==> config.mk <==
export PLATFORM = sky130hd
export DESIGN_NAME = mips_run_ctrl
export DESIGN_NICKNAME = d
export VERILOG_FILES = /design/src/rtl/mips_run_ctrl.sv
export SDC_FILE = /design/constraint.sdc
export NUM_CORES = 1
export LEC_CHECK = 0
export BUFFER_PORTS_ARGS = -buffer_cell sky130_fd_sc_hd__buf_2
export CAP_MARGIN = 20
export CORE_ASPECT_RATIO = 2
export CORE_MARGIN = 2
export CORE_UTILIZATION = 51
export CTS_CLUSTER_DIAMETER = 150
export DETAILED_ROUTE_END_ITERATION = 16
export PLACE_DENSITY_LB_ADDON = 0.15
export SYNTH_ARGS = -nofsm -noshare
export SYNTH_HDL_FRONTEND = slang
export SYNTH_SLANG_ARGS = --single-unit
==> constraint.sdc <==
create_clock -name clk1 -period 6.65 [get_ports clk1]
set_input_delay 0 -clock clk1 [delete_from_list [all_inputs] [get_ports clk1]]
set_output_delay 0 -clock clk1 [all_outputs]
set_load 0.02 [all_outputs]
==> src/rtl/mips_run_ctrl.sv <==
// Run controller for the pipelined MIPS32 core: load image, init pulse, watchdog-bounded run, register dump.
// Load takes 1 word/cycle (ready only in IDLE/LOAD); dump takes >=2 cycles/word and holds the word while dump_ready=0.
module mips_run_ctrl #(
    parameter int ADDR_W      = 10,
    parameter int MEM_WORDS   = 1024,
    parameter int DUMP_REGS   = 6,
    parameter int TIMEOUT_CYC = 1000
) (
    input  logic              clk1,
    input  logic              rst_n,
    input  logic              host_wr_valid,
    output logic              host_wr_ready,
    input  logic [31:0]       host_wr_data,
    input  logic              host_wr_last,
    output logic              mem_we,
    output logic [ADDR_W-1:0] mem_addr,
    output logic [31:0]       mem_wdata,
    output logic              core_init,
    output logic              core_run,
    input  logic              core_halted,
    output logic [4:0]        reg_rd_addr,
    input  logic [31:0]       reg_rd_data,
    output logic              dump_valid,
    input  logic              dump_ready,
    output logic [31:0]       dump_data,
    output logic [4:0]        dump_idx,
    output logic              dump_last,
    output logic              busy,
    output logic              timeout,
    output logic [15:0]       run_cycles
);
    localparam logic [ADDR_W-1:0] LAST_ADDR = ADDR_W'(MEM_WORDS - 1);
    localparam logic [4:0]        LAST_IDX  = 5'(DUMP_REGS - 1);
    localparam logic [15:0]       WD_LIMIT  = 16'(TIMEOUT_CYC);

    typedef enum logic [2:0] {
        S_IDLE, S_LOAD, S_INIT, S_RUN, S_DUMP_RD, S_DUMP_OUT, S_DONE
    } state_t;

    state_t            state, state_nxt;
    logic [ADDR_W-1:0] wr_addr, wr_addr_nxt;
    logic [4:0]        idx, idx_nxt;
    logic [31:0]       dump_dat, dump_dat_nxt;
    logic              timeout_nxt;
    logic [15:0]       run_cycles_nxt;
    logic [15:0]       run_inc;

    assign dump_data = dump_dat;
    assign dump_idx  = idx;

    always_comb begin
        state_nxt      = state;
        wr_addr_nxt    = wr_addr;
        idx_nxt        = idx;
        dump_dat_nxt   = dump_dat;
        timeout_nxt    = timeout;
        run_cycles_nxt = run_cycles;
        host_wr_ready  = 1'b0;
        mem_we         = 1'b0;
        mem_addr       = '0;
        mem_wdata      = '0;
        core_init      = 1'b0;
        core_run       = 1'b0;
        reg_rd_addr    = idx;
        dump_valid     = 1'b0;
        dump_last      = 1'b0;
        busy           = (state != S_IDLE);
        run_inc        = (run_cycles == 16'hFFFF) ? run_cycles : run_cycles + 16'd1;

        case (state)
            S_IDLE, S_LOAD: begin
                host_wr_ready = 1'b1;
                // The first word of an image always lands at address 0.
                mem_addr      = (state == S_IDLE) ? '0 : wr_addr;
                if (host_wr_valid) begin
                    mem_we      = 1'b1;
                    mem_wdata   = host_wr_data;
                    wr_addr_nxt = mem_addr + 1'b1;
                    if (state == S_IDLE) begin
                        timeout_nxt    = 1'b0;
                        run_cycles_nxt = '0;
                    end
                    if (host_wr_last || (mem_addr == LAST_ADDR)) begin
                        state_nxt = S_INIT;
                    end else begin
                        state_nxt = S_LOAD;
                    end
                end
            end
            S_INIT: begin
                core_init = 1'b1;
                idx_nxt   = '0;
                state_nxt = S_RUN;
            end
            S_RUN: begin
                core_run       = 1'b1;
                run_cycles_nxt = run_inc;
                // A halt seen on the watchdog's last cycle is a clean finish.
                if (core_halted) begin
                    state_nxt = S_DUMP_RD;
                end else if (run_inc == WD_LIMIT) begin
                    timeout_nxt = 1'b1;
                    state_nxt   = S_DUMP_RD;
                end
            end
            S_DUMP_RD: begin
                dump_dat_nxt = reg_rd_data;
                state_nxt    = S_DUMP_OUT;
            end
            S_DUMP_OUT: begin
                dump_valid = 1'b1;
                dump_last  = (idx == LAST_IDX);
                if (dump_ready) begin
                    if (idx == LAST_IDX) begin
                        state_nxt = S_DONE;
                    end else begin
                        idx_nxt   = idx + 5'd1;
                        state_nxt = S_DUMP_RD;
                    end
                end
            end
            S_DONE: begin
                idx_nxt   = '0;
                state_nxt = S_IDLE;
            end
            default: state_nxt = S_IDLE;
        endcase
    end

    always_ff @(posedge clk1 or negedge rst_n) begin
        if (!rst_n) begin
            state      <= S_IDLE;
            wr_addr    <= '0;
            idx        <= '0;
            dump_dat   <= '0;
            timeout    <= 1'b0;
            run_cycles <= '0;
        end else begin
            state      <= state_nxt;
            wr_addr    <= wr_addr_nxt;
            idx        <= idx_nxt;
            dump_dat   <= dump_dat_nxt;
            timeout    <= timeout_nxt;
            run_cycles <= run_cycles_nxt;
        end
    end
endmodule

==> impl_metrics.env <==
export IMPL_status="complete, no violations"
export IMPL_syn_area_um2=3791
export IMPL_grt_remaining_overflow=0
export IMPL_vias_per_cell=5.654
export IMPL_fmax_mhz=341.2
export IMPL_dominantRegCellSynth="dfrtp_1"
export IMPL_async_flop_share=1.000
export IMPL_numPortBuffers=177
export IMPL_synth_area_mux_share=0.1033
export IMPL_cts_tree="built"
export IMPL_cap_violations=0
export IMPL_final_util=0.7318
export IMPL_required_ps=6870
export IMPL_synth_edf_count=0
export IMPL_rr_startpoint="run_cycles[1]$_DFFE_PN0P_"
export IMPL_cp_end_kind="flop"
export IMPL_p_per_area_nw_per_um2=399.4
export IMPL_layout_drive_gt1_share=0.3907
export IMPL_finClkSkew_ps=5.287
export IMPL_start_util=0.5257
export IMPL_grt_pass1_wl_um=19020
export IMPL_place_ws_ps=3748
export IMPL_htreeDepth=3
export IMPL_synthXorXnorAreaFrac=0.01848
export IMPL_hold_start="host_wr_last"
export IMPL_vdd_drop_max_v=0.0002261
export IMPL_dp_cells=640
export IMPL_tightestPinTransition_ps=829.2
export IMPL_hold_depth=6
export IMPL_layout_nets=668
export IMPL_ys_types=54
export IMPL_synth_top_family_by_area="simple AND/OR/NAND/NOR gates"
export IMPL_syn_instance_count=404
export IMPL_synth_yosys_seq_area_share=0.4422
export IMPL_cts_buffers=9
export IMPL_root_buffer="clkbuf_16"
export IMPL_clk_latency_ps=330
export IMPL_firstDrtPassIters=4
export IMPL_wl_per_cell_um=17.75
export IMPL_hp_class="in -> reg"
export IMPL_fill_cells=535
export IMPL_hold_end="state[0]$_DFFE_PN0P_"
export IMPL_globalplace_congestion=0.9995
export IMPL_core_region_area_um2=7212
export IMPL_clk_pin_slew_ps=50
export IMPL_ys_ff_latch=67
export IMPL_grt_pass1_vias=3833
export IMPL_dr_total_vias=3907
export IMPL_hold_worst_slack_ps=218.3
export IMPL_crit_type="reg -> reg"
export IMPL_rrSetupSlack_ps=3720
export IMPL_first_iter_violations=267
export IMPL_antenna_found_initial=0
export IMPL_synth_compound_area_frac=0.1373
export IMPL_die_w_um=64.97
export IMPL_multi_input_area_um2=1911
export IMPL_ys_warnings_count=0
export IMPL_cp_start_kind="flop"
export IMPL_min_period_ps=2931
export IMPL_area_growth_syn_to_layout_pct=39.21
export IMPL_dpl_cell_area_um2=4648
export IMPL_grt_max_degree=68
export IMPL_die_h_um=125.9
export IMPL_ant_nets=0
export IMPL_fp_row_count=44
export IMPL_rsz0062_at_grt="no"
export IMPL_p_leak_nw=2.743
export IMPL_dp_hpwl_um=8144
export IMPL_cts_num_sinks=67
export IMPL_crit_arrival_ps=3150
export IMPL_timing_rr_end="state[0]$_DFFE_PN0P_"
export IMPL_drv_slew=0
export IMPL_synth_simple_gate_area_share=0.2304
export IMPL_grt_usage=0.3034
export IMPL_relSlewSlack=0.4472
export IMPL_cp_max_fo=9
export IMPL_final_cells=691
export IMPL_stdcell_area_um2=5278
export IMPL_drc_errors=0
export IMPL_dieArea_um2=8181
export IMPL_tns_ps=0
export IMPL_worst_slack_ps=3719
export IMPL_postCtsSetupRepairBufs=0
export IMPL_synthAdderAreaFrac=0.01320
export IMPL_cts_buffer_depth=2
export IMPL_io_pins=178
export IMPL_setup_viol=0
export IMPL_regArea_um2=1677
export IMPL_rr_worst_depth=7
export IMPL_hold_viol_final=0
export IMPL_period_share=0.4407
export IMPL_total_power_mw=2.108
export IMPL_antenna_cells=0
export IMPL_synth_avg_cell_area_um2=9.384
export IMPL_synth_nets=478
export IMPL_wl_um=12260
## layout by cell type (no fill, tap or decap), types with 3 or more instances in the layout
master / synthesis / routed
nor3_1: 7 / 7
and2_1: 6 / 6
xor2_1: 5 / 5
a22o_1: 3 / 3
dfrtp_1: 67 / 67
mux2_2: 33 / 33
dlygate4sd3_1: 0 / 34
and3_1: 44 / 44
a31oi_1: 5 / 5
xnor2_1: 3 / 3
nor4_1: 4 / 4
o41ai_1: 3 / 3
nor2_1: 23 / 22
ha_1: 4 / 4
clkbuf_1: 18 / 3
clkbuf_16: 0 / 9
nand2_1: 30 / 30
o21ai_0: 27 / 27
a21oi_1: 15 / 15
a21o_1: 3 / 3
inv_1: 11 / 11
o31ai_1: 6 / 6
nand3_1: 20 / 20
buf_2: 7 / 177
o21ai_1: 3 / 3
nand4_1: 6 / 6
nor2b_1: 6 / 5
## area by class of cell
class                      count  share of cell area
multi-input combinational    290              0.3620
tap                           92             0.02181
timing repair buffer         214              0.2380
clock buffer                  14             0.05002
sequential                    67              0.3177
clock inverter                 2            0.001897
inverter                      12            0.008535
## cells by family (layout without fill, tap and decap cells)
logic type,after synthesis,after routing
and+or+nand+nor,161,161
AOI/OAI and AO/OA,82,82
DFF,67,67
buffers and inverters,47,242
muxes,35,35
xor gates and xnor gates,8,8
adders and majority gates,4,4
## cell usage after synthesis (3+ instances only)
library cell,instances,share of area
ha_1,4,0.013
and2_1,6,0.0099
o21ai_0,27,0.036
nand3_1,20,0.026
buf_1,3,0.0030
o31ai_1,6,0.012
o41ai_1,3,0.0069
inv_1,11,0.011
xor2_1,5,0.012
nand2_1,30,0.030
buf_4,6,0.012
xnor2_1,3,0.0069
o21ai_1,3,0.0040
a31oi_1,5,0.0083
dfrtp_1,67,0.44
nor2_1,23,0.023
and3_1,44,0.073
nor3_1,7,0.0092
mux2_2,33,0.098
a21o_1,3,0.0059
nor4_1,4,0.0066
buf_2,7,0.0092
a21oi_1,15,0.020
clkbuf_1,18,0.018
a22o_1,3,0.0069
nor2b_1,6,0.0099
nand4_1,6,0.0099
## worst max path at each step
stage	startpoint	endpoint	slack, ps
CTS	run_cycles[1]$_DFFE_PN0P_	state[0]$_DFFE_PN0P_	3730
floorplan	run_cycles[1]$_DFFE_PN0P_	state[0]$_DFFE_PN0P_	4090
detailed placement	run_cycles[1]$_DFFE_PN0P_	state[0]$_DFFE_PN0P_	3750
finish	run_cycles[1]$_DFFE_PN0P_	state[0]$_DFFE_PN0P_	3720
global route	run_cycles[1]$_DFFE_PN0P_	state[1]$_DFFE_PN0P_	3430
global placement	run_cycles[1]$_DFFE_PN0P_	state[0]$_DFFE_PN0P_	3830
## critical path, cell delays in order (launching register included)
cell	delay [ps]
dfrtp_1	490
ha_1	360
nand4_2	230
nor4_1	710
o21ai_1	160
a221oi_1	530
nand3_1	140
o21a_1	190
## registers in the layout, summed over array words and instances (netlist names)
name / cells
dump_data: 32
wr_addr: 10
timeout: 1
dump_idx: 5
state: 3
run_cycles: 16
## routing by layer
metal  wire length, µm  share of wire  global-route usage
met2              6657           0.54              0.5385
met4               433          0.035              0.1615
met3               633          0.052             0.05179
met1              4539           0.37              0.3351
met5                 0              0                   0
## what timing repair did
item,in CTS,in global routing
hold buffers,34,0
hold endpoints to repair,102,0
gates resized for setup,0,0
## power by group
| group | switching [mW] | internal [mW] |
|---|---|---|
| sequential | 0.139 | 0.549 |
| combinational | 0.606 | 0.377 |
| clock | 0.165 | 0.272 |
| total | 0.910 | 1.20 |
No activity file was read; power rests on OpenSTA's default activity.
